[src/rtl/instr_fetch.sv]
// Instruction fetch stage: req/ack fetch FSM feeding a prefetch FIFO of {pc, instr} pairs.
// Optional IFETCH_STATS_EN adds saturating fetch_count / flush_count outputs.
module instr_fetch #(
  parameter int unsigned AW    = 8,
  parameter int unsigned IW    = 16,
  parameter int unsigned DEPTH = 4
) (
  input  logic          CLK,
  input  logic          reset_n,
  input  logic [AW-1:0] PC,
  input  logic          PCSrc,
  output logic          pc_en,
  output logic          mem_req,
  output logic [AW-1:0] mem_addr,
  input  logic          mem_ack,
  input  logic [IW-1:0] mem_rdata,
  output logic [IW-1:0] instr,
  output logic [AW-1:0] instr_pc,
  output logic          instr_valid,
  input  logic          instr_ready
`ifdef IFETCH_STATS_EN
  ,
  output logic [15:0]   fetch_count,
  output logic [15:0]   flush_count
`endif
);

  localparam int unsigned PW = $clog2(DEPTH);
  localparam int unsigned CW = PW + 1;
  localparam logic [CW-1:0] FullCount = CW'(DEPTH);

  typedef enum logic [1:0] {StIdle, StReq, StDrop} state_e;

  state_e state_q, state_d;

  logic          mem_req_q;
  logic [AW-1:0] mem_addr_q;
  logic          pc_en_q;

  logic [IW-1:0] instr_mem [DEPTH];
  logic [AW-1:0] pc_mem    [DEPTH];
  logic [PW-1:0] wr_ptr_q, rd_ptr_q;
  logic [CW-1:0] count_q;

  logic issue, push, pop, flush;

  // State register
  always_ff @(posedge CLK or negedge reset_n) begin
    if (!reset_n) begin
      state_q <= StIdle;
    end else begin
      state_q <= state_d;
    end
  end

  // Next-state logic
  always_comb begin
    state_d = state_q;
    unique case (state_q)
      StIdle: if (issue) state_d = StReq;
      StReq: begin
        if (mem_ack) begin
          state_d = StIdle;
        end else if (PCSrc) begin
          state_d = StDrop;
        end
      end
      StDrop: if (mem_ack) state_d = StIdle;
      default: state_d = StIdle;
    endcase
  end

  // Control decode; holding off while pc_en is high guarantees mem_addr sees the advanced PC
  always_comb begin
    issue = (state_q == StIdle) && (count_q < FullCount) && !PCSrc && !pc_en_q;
    push  = (state_q == StReq) && mem_ack && !PCSrc;
    pop   = instr_valid && instr_ready;
    flush = PCSrc;
  end

  // Memory interface and PC advance pulse
  always_ff @(posedge CLK or negedge reset_n) begin
    if (!reset_n) begin
      mem_req_q  <= 1'b0;
      mem_addr_q <= '0;
      pc_en_q    <= 1'b0;
    end else begin
      pc_en_q <= push;
      if (issue) begin
        mem_req_q  <= 1'b1;
        mem_addr_q <= PC;
      end else if ((state_q != StIdle) && mem_ack) begin
        mem_req_q <= 1'b0;
      end
    end
  end

  // Prefetch FIFO; a flush overrides any same-cycle pop
  always_ff @(posedge CLK or negedge reset_n) begin
    if (!reset_n) begin
      wr_ptr_q <= '0;
      rd_ptr_q <= '0;
      count_q  <= '0;
      for (int i = 0; i < int'(DEPTH); i++) begin
        instr_mem[i] <= '0;
        pc_mem[i]    <= '0;
      end
    end else if (flush) begin
      wr_ptr_q <= '0;
      rd_ptr_q <= '0;
      count_q  <= '0;
    end else begin
      if (push) begin
        instr_mem[wr_ptr_q] <= mem_rdata;
        pc_mem[wr_ptr_q]    <= mem_addr_q;
        wr_ptr_q            <= wr_ptr_q + PW'(1);
      end
      if (pop) begin
        rd_ptr_q <= rd_ptr_q + PW'(1);
      end
      unique case ({push, pop})
        2'b10:   count_q <= count_q + CW'(1);
        2'b01:   count_q <= count_q - CW'(1);
        default: count_q <= count_q;
      endcase
    end
  end

  assign mem_req     = mem_req_q;
  assign mem_addr    = mem_addr_q;
  assign pc_en       = pc_en_q;
  assign instr       = instr_mem[rd_ptr_q];
  assign instr_pc    = pc_mem[rd_ptr_q];
  assign instr_valid = (count_q != '0);

`ifdef IFETCH_STATS_EN
  logic discard;
  // A flush only counts when it throws away buffered or about-to-arrive work
  assign discard = PCSrc && ((count_q != '0) || (state_q == StReq));

  always_ff @(posedge CLK or negedge reset_n) begin
    if (!reset_n) begin
      fetch_count <= '0;
      flush_count <= '0;
    end else begin
      if (push && (fetch_count != 16'hFFFF)) fetch_count <= fetch_count + 16'd1;
      if (discard && (flush_count != 16'hFFFF)) flush_count <= flush_count + 16'd1;
    end
  end
`endif

endmodule
[config.mk]
export PLATFORM = sky130hd
export DESIGN_NAME = instr_fetch
export DESIGN_NICKNAME = d
export VERILOG_FILES = /design/src/rtl/instr_fetch.sv
export SDC_FILE = /design/constraint.sdc
export NUM_CORES = 1
export LEC_CHECK = 0
export ABC_AREA = 1
export BUFFER_PORTS_ARGS = -buffer_cell sky130_fd_sc_hd__buf_2
export CORE_MARGIN = 2
export CORE_UTILIZATION = 59
export DETAILED_ROUTE_END_ITERATION = 12
export GPL_TIMING_DRIVEN = 0
export PLACE_DENSITY = 0.81
export SKIP_LAST_GASP = 1
export SLEW_MARGIN = 5
export SYNTH_ARGS = -nofsm -noshare
export SYNTH_HDL_FRONTEND = slang
export SYNTH_SLANG_ARGS = --single-unit
[constraint.sdc]
create_clock -name CLK -period 2.6 [get_ports CLK]
set_input_delay 0.52 -clock CLK [delete_from_list [all_inputs] [get_ports CLK]]
set_output_delay 0.52 -clock CLK [all_outputs]
set_load 0.02 [all_outputs]
==> impl_results.md <==
- Max-capacitance violation count: 0
- Post-Synthesis Cell Area: between 5000 and 6000 sq um
- Clock insertion delay at the later pin of the skew report: approximately 0.53 ns
- Number of warnings printed during yosys synthesis: 0
- Worst-path maximum fanout: 10
- Fill cells: roughly 600
- Max Fclk: ~400 MHz
- Worst-case vdd ir drop: 0.638 mV
- Synth top area cells: sky130_fd_sc_hd__dfrtp_1 (56%), sky130_fd_sc_hd__nand2_1 (9.4%), sky130_fd_sc_hd__o21ai_0 (7.3%)
- Detail Placement HPWL: 8510 microns
- Detailed-route vias per instance: about 5.8
- Count of flip-flops with a built-in enable after synthesis: 0
- GP Congestion: between 0.8 and 0.9
- Area of the multi-input gates: ~1900 sq um
- Total via count in the routed design: approximately 4500
- Clock Sink Count: 115
- Post-synth top cells: sky130_fd_sc_hd__nand2_1 (129), sky130_fd_sc_hd__dfrtp_1 (115), sky130_fd_sc_hd__o21ai_0 (75), sky130_fd_sc_hd__o21ai_1 (64), sky130_fd_sc_hd__nor2_1 (53)
- Startpoint of the most critical setup path: rd_ptr_q[0]
- Reg clk slew, reported paths: 0.06 ns
- Core Area: roughly 8600 sq um
- Die area: 9490 sq um
- Vert. Die Dim: slightly below 100 microns
- #FFs+latches synth: around 120
- Sum of buffers and inverters on the critical path: 4
- Power density normalized to cell area: about 1100 nW/um^2
- Detailed Route Iter0 Violations: around 390
- Outcome: finished, final reports clean
- CP Capture Type: output port
- Starting density of the core: about three fifths
- Number of failing setup endpoints in the final timing report: 0
- Origin of the critical flop-to-flop path: state_q[0]
- Final antenna-violating net count: 0
- Count of buffers inserted at the top-level ports: 62
- Count of mapped cells out of synthesis: 570
- Clock Tree Buf Depth: 2
- Share of the cycle needed by the critical path after routing: a little over nine tenths
- Remaining Overflow, GRT: 0
- Post-route setup TNS: 0 ns
- Time the final worst path needs with I/O delays and setup: ~2.5 ns
- Number of clock buffers inserted by TritonCTS: 17
- Via count of the first global-routing pass: between 4000 and 5000
- Worst-margin pin slew: around 0.65 ns
- Area of all sequential standard cells: approximately 2900 sq um
- Area share of the leading cell type in the synthesized netlist: between 50 and 60%
- Synth Area per Inst: about 9 sq um
- Rel. slew slack: 56.8%
- Initial antenna violation count: 0
- Clock Root Buffer: sky130_fd_sc_hd__clkbuf_8
- Final Util: 72.7%
- Overall routing resource usage: approximately 30%
- Die boundary width: 97.4 microns
- Unrepaired setup endpoints after global routing: false
- Synth cell types: 26
- Worst-path cell chain: inv_1 -> clkbuf_4 -> buf_4 -> nor2_1 -> o22ai_1 -> buf_2
- Area growth, synth to finish: 21.3%
- Largest area contributor in the netlist: sky130_fd_sc_hd__dfrtp_1
- Final Slew Violations: 0
- Pin count of the biggest net entering global routing: 84
- Clock tree from TritonCTS: yes
- Ports placed on the boundary: 64
- Asr flop ratio synth: 100%
- Most frequently used cell type in the post-synthesis netlist: sky130_fd_sc_hd__nand2_1
- # DRC: 0
- DR pass1 iterations: 6
- Post-Route WL: between 10000 and 15000 microns
- Required arrival time at the worst endpoint: 2.08 ns
- Critical path class: flip-flop to output port
- Syn_nets: 604
- H-tree level count: 4
- Layout cells sized above 1: 22.8%
- Number of rows created at floorplan: 34
- Worst stage delay on the critical path: 0.42 ns
- NumNets Final: ~690
- Worst Hold Launch: PC[2]
- Critical path's slowest cell: sky130_fd_sc_hd__dfrtp_1
- CP Data Arrival Time: 1.99 ns
- Clk_skew: ~0.009 ns
- Global-route wire length before repair: between 20000 and 25000 microns
- Leakage power: around 3.2 nW
- Main synth FF type: sky130_fd_sc_hd__dfrtp_1
- Seq/Total Area, Yosys: between 50% and 60%
- Antenna diode count: 0
- Overall power of the completed layout: about 6.6 mW
- WL per Instance: roughly 18 microns
- Kind of cell with the highest combined delay on the critical path: buffers and inverters
- CP startpoint kind: flip-flop
- Hold Vio Cnt, Final: 0
- Worst Hold Class: input port to flip-flop
-- cells in the final DEF, fill, tap and decap left out, types with 2 or more instances in the layout --
cell type,instances
sky130_fd_sc_hd__a21oi_1,2
sky130_fd_sc_hd__buf_2,71
sky130_fd_sc_hd__buf_4,2
sky130_fd_sc_hd__buf_6,13
sky130_fd_sc_hd__bufinv_16,2
sky130_fd_sc_hd__clkbuf_1,3
sky130_fd_sc_hd__clkbuf_16,16
sky130_fd_sc_hd__clkbuf_2,8
sky130_fd_sc_hd__clkinv_4,6
sky130_fd_sc_hd__dfrtp_1,115
sky130_fd_sc_hd__ha_1,4
sky130_fd_sc_hd__inv_1,35
sky130_fd_sc_hd__inv_6,5
sky130_fd_sc_hd__nand2_1,129
sky130_fd_sc_hd__nand2_4,4
sky130_fd_sc_hd__nand3_1,2
sky130_fd_sc_hd__nor2_1,53
sky130_fd_sc_hd__o21ai_0,75
sky130_fd_sc_hd__o21ai_1,64
sky130_fd_sc_hd__o21ai_2,16
sky130_fd_sc_hd__o22ai_1,24
-- sequential cells by signal, indices dropped and copies added, names as in the netlist --
register / flops
instr_mem: 64
pc_mem: 32
mem_addr: 8
count_q: 3
rd_ptr_q: 2
state_q: 2
wr_ptr_q: 2
mem_req: 1
pc_en: 1
-- timing repair --
item / CTS / global route
gates resized for setup: 5 / 16
endpoints found under the setup margin: 23 / 19
hold buffers: 1 / 0
hold endpoints to repair: 32 / 0
buffers inserted: 0 / 0
-- stage by stage --
step	area, sq um	hold WS, ns	setup WS [ns]	instances
3_5_place_dp	5630	0.421	0.358	741
4_1_cts	6230	0.199	0.0146	774
6_report	6240	0.203	0.0929	774
5_1_grt	6240	0.203	0.00724	774
2_1_floorplan	5150	0.224	0.627	570
3_3_place_gp	5590	0.459	-0.276	740
-- per-layer routing --
layer / up-vias / GRT usage, % / wire, microns
met2: 230 / 48.6 / 6710
met5: - / 0 / 0
met1: 2176 / 39.1 / 5590
met4: 0 / 15.2 / 314
li1: 2061 / - / -
met3: 32 / 8.42 / 1110
-- path summary, 6_finish.rpt --
path,to,slack [ns],cells after the start
max,instr[13],0.09,6
min,mem_addr[2],0.20,3
max reg2reg,count_q[2],0.67,11
min reg2reg,instr_mem[41],0.49,2
max in group asynchronous,instr_mem[38],1.46,3
min in group asynchronous,count_q[0],0.45,2
-- final cells by class --
cell class                      instances  share of cell area [%]
Sequential cell                       115                    46.1
Multi-Input combinational cell        383                    30.3
Clock buffer                           17                    6.63
Timing Repair Buffer                   64                    5.67
Buffer                                 36                    4.15
Clock inverter                         15                    2.81
Inverter                               36                    2.16
Tap cell                              108                    2.16
-- cell families after synthesis --
logic type               synth area share (%)
XOR/XNOR                                0.170
adder cells (fa/ha/maj)                  1.36
AO/OA/AOI/OAI                            19.7
flip-flops                               55.9
AND/OR/NAND/NOR                          15.6
buffers and inverters                    7.32
-- worst register-to-register path: stages, from the launching register on --
cell and delay [ns]:
sky130_fd_sc_hd__dfrtp_1 0.44, sky130_fd_sc_hd__inv_1 0.06, sky130_fd_sc_hd__nor2_1 0.12, sky130_fd_sc_hd__nand3_1 0.11
sky130_fd_sc_hd__nand2_1 0.15, sky130_fd_sc_hd__inv_1 0.07, sky130_fd_sc_hd__fa_1 0.37, sky130_fd_sc_hd__xor2_1 0.22
sky130_fd_sc_hd__nand3b_1 0.14, sky130_fd_sc_hd__nand2_1 0.05, sky130_fd_sc_hd__nand2_1 0.06, sky130_fd_sc_hd__nand2_1 0.05
-- where the power goes --
part / leakage, nW / switching, mW / internal, mW
logic: 1.38 / 1.19 / 0.626
registers: 1.54 / 0.246 / 2.23
clock network: 0.286 / 0.931 / 1.39
Power figures use the tool's default switching activity.
